## config.mk

```make
export PLATFORM = sky130hd
export DESIGN_NAME = button_event_parser
export DESIGN_NICKNAME = d
export VERILOG_FILES = /design/src/rtl/button_event_pkg.sv /design/src/rtl/button_event_channel.sv /design/src/rtl/button_event_parser.sv
export SDC_FILE = /design/constraint.sdc
export NUM_CORES = 1
export LEC_CHECK = 0
export CAP_MARGIN = 15
export CORE_UTILIZATION = 45
export DETAILED_ROUTE_END_ITERATION = 7
export PLACE_DENSITY = 0.6
export RECOVER_POWER = 25
export SYNTH_ARGS = -nofsm -noshare
export SYNTH_HDL_FRONTEND = slang
export SYNTH_HIERARCHICAL = 1
export SYNTH_SLANG_ARGS = --single-unit
```

## constraint.sdc

```tcl
create_clock -name clk -period 5.75 [get_ports clk]
set_input_delay 0.575 -clock clk [delete_from_list [all_inputs] [get_ports clk]]
set_output_delay 0.575 -clock clk [all_outputs]
set_load 0.1 [all_outputs]
```

## src/rtl/button_event_pkg.sv

```systemverilog
// Shared types and sizing helpers for the button event parser.
// Auto-repeat support is selected by the BUTTON_REPEAT_EN macro in the consuming modules.
package button_event_pkg;

   typedef enum logic [1:0] {
      IDLE   = 2'd0,
      COUNT  = 2'd1,
      HELD   = 2'd2,
      REPEAT = 2'd3
   } btn_state_e;

   // Bits needed to hold values 0..max_val, never less than one.
   function automatic int unsigned cnt_width(input int unsigned max_val);
      return (max_val < 1) ? 1 : $clog2(max_val + 1);
   endfunction

endpackage

```

## src/rtl/button_event_channel.sv

```systemverilog
// One input channel: synchroniser, tick-driven debounce FSM and event pulses.
// BUTTON_REPEAT_EN builds the HELD->REPEAT auto-repeat path; otherwise repeat_o is constant 0.
module button_event_channel
   import button_event_pkg::*;
#(
   parameter int unsigned SYNC_STAGES     = 2,
   parameter int unsigned PULSE_COUNT_MAX = 149,
   parameter int unsigned REPEAT_DELAY    = 658,
   parameter int unsigned REPEAT_PERIOD   = 132
) (
   input  logic clk,
   input  logic rst,
   input  logic tick_i,
   input  logic in_i,
   output logic level_o,
   output logic press_o,
   output logic release_o,
   output logic repeat_o
);

   if (SYNC_STAGES < 2 || PULSE_COUNT_MAX < 1 || REPEAT_DELAY < 1 || REPEAT_PERIOD < 1) begin : g_bad_param
      $error("button_event_channel: parameter out of range");
   end

`ifdef BUTTON_REPEAT_EN
   localparam int unsigned REP_MAX = (REPEAT_DELAY > REPEAT_PERIOD) ? REPEAT_DELAY : REPEAT_PERIOD;
   localparam int unsigned CNT_MAX = (PULSE_COUNT_MAX > REP_MAX) ? PULSE_COUNT_MAX : REP_MAX;
`else
   localparam int unsigned CNT_MAX = PULSE_COUNT_MAX;
`endif
   localparam int unsigned CW = cnt_width(CNT_MAX);
   localparam logic [CW-1:0] PRESS_LAST = CW'(PULSE_COUNT_MAX - 1);
`ifdef BUTTON_REPEAT_EN
   localparam logic [CW-1:0] DELAY_LAST  = CW'(REPEAT_DELAY - 1);
   localparam logic [CW-1:0] PERIOD_LAST = CW'(REPEAT_PERIOD - 1);
`endif

   logic [SYNC_STAGES-1:0] sync_q;
   logic                   s;
   btn_state_e             state_q;
   logic [CW-1:0]          cnt_q;
   logic                   level_q;
   logic                   press_q;
   logic                   release_q;
`ifdef BUTTON_REPEAT_EN
   logic                   repeat_q;
`endif

   always_ff @(posedge clk) begin
      if (rst) sync_q <= '0;
      else     sync_q <= {sync_q[SYNC_STAGES-2:0], in_i};
   end

   assign s = sync_q[SYNC_STAGES-1];

   // State and counter only move on the shared sample tick; pulses last one cycle.
   always_ff @(posedge clk) begin
      if (rst) begin
         state_q   <= IDLE;
         cnt_q     <= '0;
         level_q   <= 1'b0;
         press_q   <= 1'b0;
         release_q <= 1'b0;
`ifdef BUTTON_REPEAT_EN
         repeat_q  <= 1'b0;
`endif
      end else begin
         press_q   <= 1'b0;
         release_q <= 1'b0;
`ifdef BUTTON_REPEAT_EN
         repeat_q  <= 1'b0;
`endif
         if (tick_i) begin
            case (state_q)
               IDLE: begin
                  if (s) begin
                     if (PULSE_COUNT_MAX == 1) begin
                        state_q <= HELD;
                        level_q <= 1'b1;
                        press_q <= 1'b1;
                     end else begin
                        state_q <= COUNT;
                        cnt_q   <= CW'(1);
                     end
                  end
               end
               COUNT: begin
                  if (!s) begin
                     state_q <= IDLE;
                     cnt_q   <= '0;
                  end else if (cnt_q == PRESS_LAST) begin
                     state_q <= HELD;
                     level_q <= 1'b1;
                     press_q <= 1'b1;
                     cnt_q   <= '0;
                  end else begin
                     cnt_q <= cnt_q + CW'(1);
                  end
               end
               HELD: begin
                  if (!s) begin
                     state_q   <= IDLE;
                     level_q   <= 1'b0;
                     release_q <= 1'b1;
                     cnt_q     <= '0;
                  end
`ifdef BUTTON_REPEAT_EN
                  else if (cnt_q == DELAY_LAST) begin
                     state_q  <= REPEAT;
                     repeat_q <= 1'b1;
                     cnt_q    <= '0;
                  end else begin
                     cnt_q <= cnt_q + CW'(1);
                  end
`endif
               end
`ifdef BUTTON_REPEAT_EN
               REPEAT: begin
                  if (!s) begin
                     state_q   <= IDLE;
                     level_q   <= 1'b0;
                     release_q <= 1'b1;
                     cnt_q     <= '0;
                  end else if (cnt_q == PERIOD_LAST) begin
                     repeat_q <= 1'b1;
                     cnt_q    <= '0;
                  end else begin
                     cnt_q <= cnt_q + CW'(1);
                  end
               end
`endif
               default: begin
                  state_q <= IDLE;
                  level_q <= 1'b0;
                  cnt_q   <= '0;
               end
            endcase
         end
      end
   end

   assign level_o   = level_q;
   assign press_o   = press_q;
   assign release_o = release_q;
`ifdef BUTTON_REPEAT_EN
   assign repeat_o  = repeat_q;
`else
   assign repeat_o  = 1'b0;
`endif

endmodule

```

## src/rtl/button_event_parser.sv

```systemverilog
// Multi-channel button parser: shared sample-tick counter plus one debounce channel per input.
// Define BUTTON_REPEAT_EN to enable per-channel auto-repeat pulses.
module button_event_parser
   import button_event_pkg::*;
#(
   parameter int unsigned WIDTH            = 7,
   parameter int unsigned SYNC_STAGES      = 2,
   parameter int unsigned SAMPLE_COUNT_MAX = 38000,
   parameter int unsigned PULSE_COUNT_MAX  = 149,
   parameter int unsigned REPEAT_DELAY     = 658,
   parameter int unsigned REPEAT_PERIOD    = 132
) (
   input  logic             clk,
   input  logic             rst,
   input  logic [WIDTH-1:0] in_i,
   output logic [WIDTH-1:0] level_o,
   output logic [WIDTH-1:0] press_o,
   output logic [WIDTH-1:0] release_o,
   output logic [WIDTH-1:0] repeat_o
);

   localparam int unsigned TW = cnt_width(SAMPLE_COUNT_MAX - 1);
   localparam logic [TW-1:0] TICK_LAST = TW'(SAMPLE_COUNT_MAX - 1);

   logic [TW-1:0] tick_cnt_q;
   logic          tick;

   assign tick = (tick_cnt_q == TICK_LAST);

   always_ff @(posedge clk) begin
      if (rst)       tick_cnt_q <= '0;
      else if (tick) tick_cnt_q <= '0;
      else           tick_cnt_q <= tick_cnt_q + TW'(1);
   end

   for (genvar c = 0; c < WIDTH; c++) begin : g_chan
      button_event_channel #(
         .SYNC_STAGES     (SYNC_STAGES),
         .PULSE_COUNT_MAX (PULSE_COUNT_MAX),
         .REPEAT_DELAY    (REPEAT_DELAY),
         .REPEAT_PERIOD   (REPEAT_PERIOD)
      ) u_chan (
         .clk       (clk),
         .rst       (rst),
         .tick_i    (tick),
         .in_i      (in_i[c]),
         .level_o   (level_o[c]),
         .press_o   (press_o[c]),
         .release_o (release_o[c]),
         .repeat_o  (repeat_o[c])
      );
   end

endmodule

```

# Yosys cells after proc, flatten, opt, wreduce, memory -nomap -nowiden
# Index checks and enable logic that the tools add are counted.
dict set report totals {
  ram_bits 0
  register_bits 121
  out_inout_bits 28
  memories 0
  word_cells 292
  rom_bits 0
  latch_bits 0
  in_bits 9
}
dict set report classes {
  n_shift 0
  add_sub_neg 8
  order_cmp 0
  n_bitwise 29
  n_mul 0
  eq_ne 57
  div 0
  n_mux 112
  reduce_logical 43
}
# cell count
set ops {}
lappend ops {{2-to-1 mux 8 bit} 28}
lappend ops {{one-hot mux 8 bit (3 select lines)} 7}
lappend ops {{adder 8 x 1 -> 8 bit (second input constant)} 7}
lappend ops {{equality test 8 bit (second input constant)} 7}
lappend ops {{2-to-1 mux 2 bit} 28}
lappend ops {{!= test 2 x 1 -> 1 bit (second input constant)} 21}
lappend ops {{one-hot mux 2 bit (3 select lines)} 7}
lappend ops {{2-to-1 mux 1 bit} 35}
lappend ops {{AND reduction 5 bit} 7}
lappend ops {{NOT 1 bit} 29}
lappend ops {{AND reduction 4 bit} 7}
lappend ops {{OR reduction 4 bit} 7}
lappend ops {{!= test 3 bit (second input constant)} 7}
lappend ops {{one-hot mux 1 bit (3 select lines)} 7}
lappend ops {{AND reduction 3 bit} 7}
lappend ops {{OR reduction 3 bit} 7}
lappend ops {{adder 16 x 1 -> 16 bit (second input constant)} 1}
lappend ops {{equality test 16 bit (second input constant)} 1}
lappend ops {{equality test 2 x 1 -> 1 bit (second input constant)} 7}
lappend ops {{equality test 2 bit (second input constant)} 7}
lappend ops {{logical NOT 2 bit} 7}
lappend ops {{!= test 2 bit (second input constant)} 7}
lappend ops {{OR reduction 2 bit} 1}

# Logic depth before layout (Yosys ltp)
# Gate-level depths: netlist of the first run.
dict set report depth {
  depth_word 4
  mapped_depth 7
}

# Hierarchy
# The synthesis of the first run kept the hierarchy.
# mod instances seq_area_each_um2 cells_per_inst area_per_inst_um2
set by_module_without_submodules {}
lappend by_module_without_submodules {{button_event_channel at g_chan[0].u_chan ...} 4 300.3 86 763.2}
lappend by_module_without_submodules {{button_event_channel at g_chan[4].u_chan ...} 3 300.3 87 762.0}
lappend by_module_without_submodules {button_event_parser 1 320.3 82 726.9}

# Worst setup path before layout of the first run
# Ideal clock, no wire load.
dict set report synth_path {
  kind {reg-to-reg}
  start {register tick_cnt_q[0]}
  end {register g_chan[4].u_chan.cnt_q[5]}
  stages_incl_launch_ff 8
  setup_ps 57
  n_path_buf 0
  period_less_slack_ps 2860
  setup_slack_ps 2890
  arrival_ps 2803
  cell_sequence {dfxtp_1 > ha_1 > and3_1 > and4_1 > nand4b_1 > a211oi_2 > a21boi_0 > a21o_1}
}
dict set report synth_via {
  elab_chain_cells 2
}
# item line_no
set synth_lines {}
lappend synth_lines {{start: declaration} button_event_parser.sv:25} ;# logic [TW-1:0] tick_cnt_q;
lappend synth_lines {{start signal: assignment} button_event_parser.sv:33} ;# else tick_cnt_q <= tick_cnt_q + TW'(1);
lappend synth_lines {{equality test 16 bit} button_event_parser.sv:28} ;# assign tick = (tick_cnt_q == TICK_LAST);
lappend synth_lines {{named net tick} button_event_parser.sv:26} ;# logic tick;
lappend synth_lines {{AND reduction 3 bit (no line)} --}
lappend synth_lines {{end signal: assignment} button_event_channel.sv:97} ;# cnt_q <= cnt_q + CW'(1);
lappend synth_lines {{end: declaration} button_event_channel.sv:41} ;# logic [CW-1:0] cnt_q;
# The timed path passes the listed nets, and every way through them passes these cells.
# A chain may end at the register's enable or synchronous reset.

==> results of run 1 <==
-- through the flow --
step / total power, uW / cell area (sq um) / hold WS (ns) / setup WS, ns
global route: 1920 / 6990 / 0.461 / 1.74
CTS: 1880 / 6990 / 0.436 / 3.13
finish: 1850 / 6990 / 0.433 / 2.14
detailed placement: 926 / 6470 / 0.424 / 3.15
global placement: 925 / 6470 / 0.417 / 3.27
floorplan: 916 / 6070 / 0.414 / 2.89
-- state kept, by name, summed over array words and instances (netlist names) --
name and flops:
g_chan.u_chan/press_o 7, tick_cnt_q 16, g_chan.u_chan/level_o 7, g_chan.u_chan/release_o 7, g_chan.u_chan/state_q 14, g_chan.u_chan/cnt_q 56
g_chan.u_chan/sync_q 14
-- critical path: cells and delay by family --
kind | cells | cell delay, ns
buf+inv | 2 | 2.76
compound gates | 2 | 0.35
simple gates | 1 | 0.18
-- cells by family (layout without fill, tap and decap cells) --
family | count (synthesis) | count (layout) | share of synthesized area (%)
other | 7 | 7 | 0.433
AO/OA/AOI/OAI | 173 | 173 | 20.1
buffers and inverters | 48 | 89 | 3.77
XOR/XNOR | 17 | 17 | 2.45
flip-flops | 121 | 121 | 39.9
AND/OR/NAND/NOR | 306 | 306 | 30.2
adder cells (fa/ha/maj) | 15 | 15 | 3.09
-- power groups by stage --
stage	Combinational [uW]	Sequential (uW)	Clock, uW
CTS	57.6	851	967
global route	62.4	851	1000
detailed placement	57.3	868	0
finish	57.4	852	937
floorplan	49.0	867	0
global placement	56.9	868	0
-- worst paths after layout --
check | startpoint | to | slack, ns | depth (start not counted)
max | rst | g_chan[5].u_chan/cnt_q[6] | 2.14 | 5
min | g_chan[0].u_chan/sync_q[0] | g_chan[0].u_chan/sync_q[1] | 0.43 | 1
max reg2reg | tick_cnt_q[0] | g_chan[4].u_chan/cnt_q[7] | 3.11 | 8
min reg2reg | g_chan[0].u_chan/sync_q[0] | g_chan[0].u_chan/sync_q[1] | 0.43 | 1
-- placed cells by master (no fill, tap or decap), types with 7 or more instances in the layout --
cell             instances
nand2b_1                11
a32o_1                   8
dfxtp_1                121
o21ai_0                 41
and2b_1                  8
nand3_1                 22
a21oi_1                 45
or3_1                   21
nor3b_1                 10
nor2_1                  39
nor2b_1                 27
nor4_1                   7
and4b_1                  7
o32ai_1                  8
conb_1                   7
a21o_1                  17
nand2_1                 62
ha_1                    15
clkdlybuf4s50_1         28
a211oi_2                 7
inv_1                   29
nand4_1                 18
nor3_1                  12
xnor2_1                 13
a21boi_0                13
and3_1                  11
clkbuf_16               17
-- cell type report --
type                            instances  share of cell area [%]
Timing Repair Buffer                   31                    4.28
Clock inverter                          3                   0.215
Sequential cell                       121                    34.7
Inverter                               29                    1.56
Tap cell                              176                    3.15
Multi-Input combinational cell        518                    48.9
Clock buffer                           26                    7.28
-- metal layers --
layer	global-route usage (%)	part of all wire, %	vias to the layer above
met5	0	0	-
met4	7.77	0.98	0
met3	5.23	2.8	6
met2	30.4	48	51
met1	22.7	48	2333
li1	-	-	2525
==> reports/metrics.cfg, run 1 <==
[critical_path]
cp-end-kind = flop
worstPathRequired_ns = 6.05
critPathKind = in2reg
slowest_delay_ns = 2.13
critical-path-slowest-cell = clkbuf_1
critPathArrivalTime_ns = 3.90
path_cells = clkbuf_1, buf_4, a211oi_2, and3_1, a221o_1
crit_path_start_kind = primary input
critPathMaxFanout = 73

[logic_synthesis]
syn_inst = 687
synth.cell_area_sq_mm = 0.00607
synth_area_per_cell_sq_um = 8.83
netlist_top_cells_count = dfxtp_1 (121), nand2_1 (62), a21oi_1 (45), o21ai_0 (41), nor2_1 (39)
synth-edff-count = 0
yosysWarnings = 6
synthArstFlopShare_pct = 0
synth_nets = 711
yosysMostFrequentCell = dfxtp_1
synth_top_area_share_pct = 39.9
synth_seq_cells = 121
synth_flop_cell = dfxtp_1
post-synth-top-area-cell = dfxtp_1
synth_cell_type_count = 57
ys_seq_area_share_pct = 39.9
synth_area_leaders = dfxtp_1 (40%), nand2_1 (3.8%), a21oi_1 (3.7%)

[cells_and_area]
fin_cells = 904
multiInputGateArea_sq_mm = 0.00342
syn_to_final_growth_pct = 15.2
layout.area.seq_sq_mm = 0.00242
fin_nets = 742
fin_util_pct = 53.0
nFillCells = 1184
num_antenna_cells = 0
drive_above_1_share_pct = 10.4

[pwr]
p_comb_share_pct = 3.1
ir_drop_v = 0.000184
power_switching_uw = 387
p_per_area_mw_per_mm2 = 264
seqPwrFrac_pct = 46.1
pwr-share-clk_pct = 50.8
p_sw_share_pct = 21.0
intPower_uw = 1460
leakage_uw = 0.00246

[global_routing]
grt_overflow = 0
grt_usage_pct = 18.6
grt_pass1_wl_mm = 21.2
grt_max_degree = 74
antenna_found_initial = 0
grt_pass1_vias = 4626

[floorplan]
die_h_um = 118
die-area_sq_mm = 0.0139
die_w_um = 118
core_area_sq_mm = 0.0132
fp-row-count = 42
start_util_pct = 46.0
ioPinCount = 37

[drt]
viasPerCell = 5.44
ant_nets = 0
drtIter0Drc = 260
first_pass_iters = 4
vias = 4915
drc = 0
drt_wl_total_mm = 11.9
avgRoutedWirePerCell_um = 13.1

[timing]
slew_headroom_pct = -104
fmax_mhz = 277
fin_setup_tns_ns = 0
tightest_slew_ns = 3.06
period_share_pct = 62.7
report.final.slew_viol_count = 74
finalHoldViolations = 0
min_period_ns = 3.61
rsz0062_at_grt = false
finalClockSkew_ns = 0.00835
finalSetupViolCount = 0

[clocking]
hold_buffers = 0
cts.path.max_buffers = 2
cts.sinks = 121
worst_skew_pair.late_latency_ns = 0.41
cts_resized = 0
numCtsBuffers = 17
clk_pin_slew_ns = 0.05
clock-root-buffer = clkbuf_16
htreeDepth = 4
cts_tree = yes
post_cts_buffers = 0

[placed_design]
port_buffers = 29
place_congestion = 0.820
placedCellCount = 875
hpwl_mm = 7.88

[worst_hold_path]
holdCritPathClass = reg2reg

[outcome]
status = finished with violations
violations = capacitance limit, slew limit

[job]
cap_violations = 1

Note: power is estimated with default switching activity, not from simulation.
==> run 2, diff against run 1 <==
- PLACE_DENSITY: 0.6 -> 0.63
- clock period: 5.75 -> 3.05 ns (I/O delays scaled with it)
==> run 2 against run 1 <==
The run now ends clean. Die area is the same. First-iteration DRC count grew 34%. Count of clock-buffer cells in the layout shrank 2. Wire length grew 0.92%. Largest cell class unchanged. Sequential share of layout area shrank 0.63 points. Final area grew 1.8%. Critical path type is now reg2reg. Non-clock buffer count grew 2. Final cell count grew 0.55%. Global-route usage shrank 0.11 points. Critical path depth grew 3. Combinational power grew 88%. Critical endpoint is now g_chan[1].u_chan/cnt_q[6].
==> reports/metrics.cfg, run 2 (same netlist as run 1, synthesis figures left out) <==
[outcome]
status = finished clean

[timing]
rsz0062_at_grt = false
finalHoldViolations = 0
tightest_slew_ns = 1.38
finalClockSkew_ns = 0.00626
report.final.slew_viol_count = 0
period_share_pct = 81.9
min_period_ns = 2.50
fmax_mhz = 400
slew_headroom_pct = 7.72
fin_setup_tns_ns = 0
finalSetupViolCount = 0

[drt]
vias = 4979
drtIter0Drc = 348
avgRoutedWirePerCell_um = 13.2
drt_wl_total_mm = 12.0
drc = 0
viasPerCell = 5.48
ant_nets = 0
first_pass_iters = 4

[critical_path]
slowest_delay_ns = 0.52
critical-path-slowest-cell = and4_2
critPathKind = reg2reg
worstPathRequired_ns = 3.41
cp-end-kind = flop
reg2reg_slack_ns = 0.55
crit_start = tick_cnt_q[0]
rr_startpoint = tick_cnt_q[0]
path_cells = ha_1, and3_1, and4_2, buf_4, nand2b_1, a211oi_2, nor3b_1, a211o_1
crit_path_start_kind = flop
critPathMaxFanout = 23
critPathArrivalTime_ns = 2.86

[floorplan]
fp-row-count = 42
ioPinCount = 37
start_util_pct = 46.0
die_h_um = 118
die_w_um = 118
core_area_sq_mm = 0.0132
die-area_sq_mm = 0.0139

[global_routing]
grt_overflow = 0
grt_max_degree = 69
top_usage_layer = met2
grt_pass1_vias = 4713
grt_pass1_wl_mm = 21.2
grt_util_met2_pct = 30.0
grt_usage_pct = 18.4
met1_usage_pct = 22.3
antenna_found_initial = 0
use_met3_pct = 5.52

[cells_and_area]
largest_reg_flops = 56
drive_above_1_share_pct = 10.6
largestRegisters = g_chan.u_chan/cnt_q x56, tick_cnt_q x16
final_common_cell = dfxtp_1
fin_nets = 744
syn_to_final_growth_pct = 17.4
layout_common_cells = dfxtp_1 (121), nand2_1 (62), a21oi_1 (45)
largest-register = g_chan.u_chan/cnt_q
num_antenna_cells = 0

[clocking]
cts.path.max_buffers = 2
cts_tree = yes
cts_resized = 0
worst_skew_pair.late_latency_ns = 0.41
numCtsBuffers = 17
hold_buffers = 0
post_cts_buffers = 0
clk_pin_slew_ns = 0.05
htreeDepth = 4
cts.sinks = 121
clock-root-buffer = clkbuf_16

[worst_hold_path]
min_from = g_chan[3].u_chan/sync_q[0]
holdCritPathClass = reg2reg

[pwr]
power_switching_uw = 765
p_per_area_mw_per_mm2 = 548
intPower_uw = 3130
p_sw_share_pct = 19.6
p_total_uw = 3900
leakage_uw = 0.00254
seqPwrFrac_pct = 41.2
p_comb_share_pct = 2.8
pwr-share-clk_pct = 56.1
ir_drop_v = 0.000346

[placed_design]
port_buffers = 29
place_congestion = 0.839
hpwl_mm = 8.07

[job]
cap_violations = 0

[run 2: stage by stage]
step / std cells / setup WS (ns) / hold WS (ns) / utilization (%) / instance area [sq um]
4_1_cts: 909 / 0.557 / 0.421 / 54.1 / 7130
3_5_place_dp: 877 / 0.616 / 0.422 / 49.2 / 6480
6_report: 909 / 0.553 / 0.433 / 54.0 / 7120
5_1_grt: 909 / 0.388 / 0.444 / 54.0 / 7120
3_3_place_gp: 877 / 0.671 / 0.418 / 49.2 / 6480
2_1_floorplan: 687 / 0.190 / 0.377 / - / 6070
[run 2: per-layer routing]
| layer | vias up | share of wire, % |
|---|---|---|
| met3 | 26 | 3.2 |
| met5 | - | 0 |
| met1 | 2336 | 48 |
| met4 | 0 | 2.1 |
| li1 | 2536 | - |
| met2 | 81 | 47 |
[run 2: worst max-delay path: cells and delay by family (launching register included)]
| family | cells | cell delay [ns] |
|---|---|---|
| and+or+nand+nor | 4 | 1.12 |
| DFF | 1 | 0.39 |
| AOI/OAI and AO/OA | 2 | 0.38 |
| buffers and inverters | 1 | 0.32 |
| adders and majority gates | 1 | 0.24 |
[run 2: cell type report]
| cell class | instances | area [sq um] |
|---|---|---|
| Tap cell | 176 | 220 |
| Clock inverter | 8 | 165 |
| Sequential cell | 121 | 2420 |
| Inverter | 29 | 109 |
| Timing Repair Buffer | 33 | 308 |
| Clock buffer | 24 | 482 |
| Fill cell | 1216 | 6070 |
| Multi-Input combinational cell | 518 | 3410 |
[run 2: power groups by stage]
stage                     Combinational (uW)  Clock (uW)  Sequential (uW)
after global routing                     116        2310             1600
after global placement                   108           0             1640
after floorplan                         92.3           0             1630
after detailed placement                 110           0             1640
final                                    108        2190             1600
after CTS                                110        2230             1600
[run 2: worst paths after layout]
kind,to,depth (start not counted)
max,g_chan[1].u_chan/cnt_q[6],8
min,g_chan[3].u_chan/sync_q[1],1
max reg2reg,g_chan[1].u_chan/cnt_q[6],8
min reg2reg,g_chan[3].u_chan/sync_q[1],1
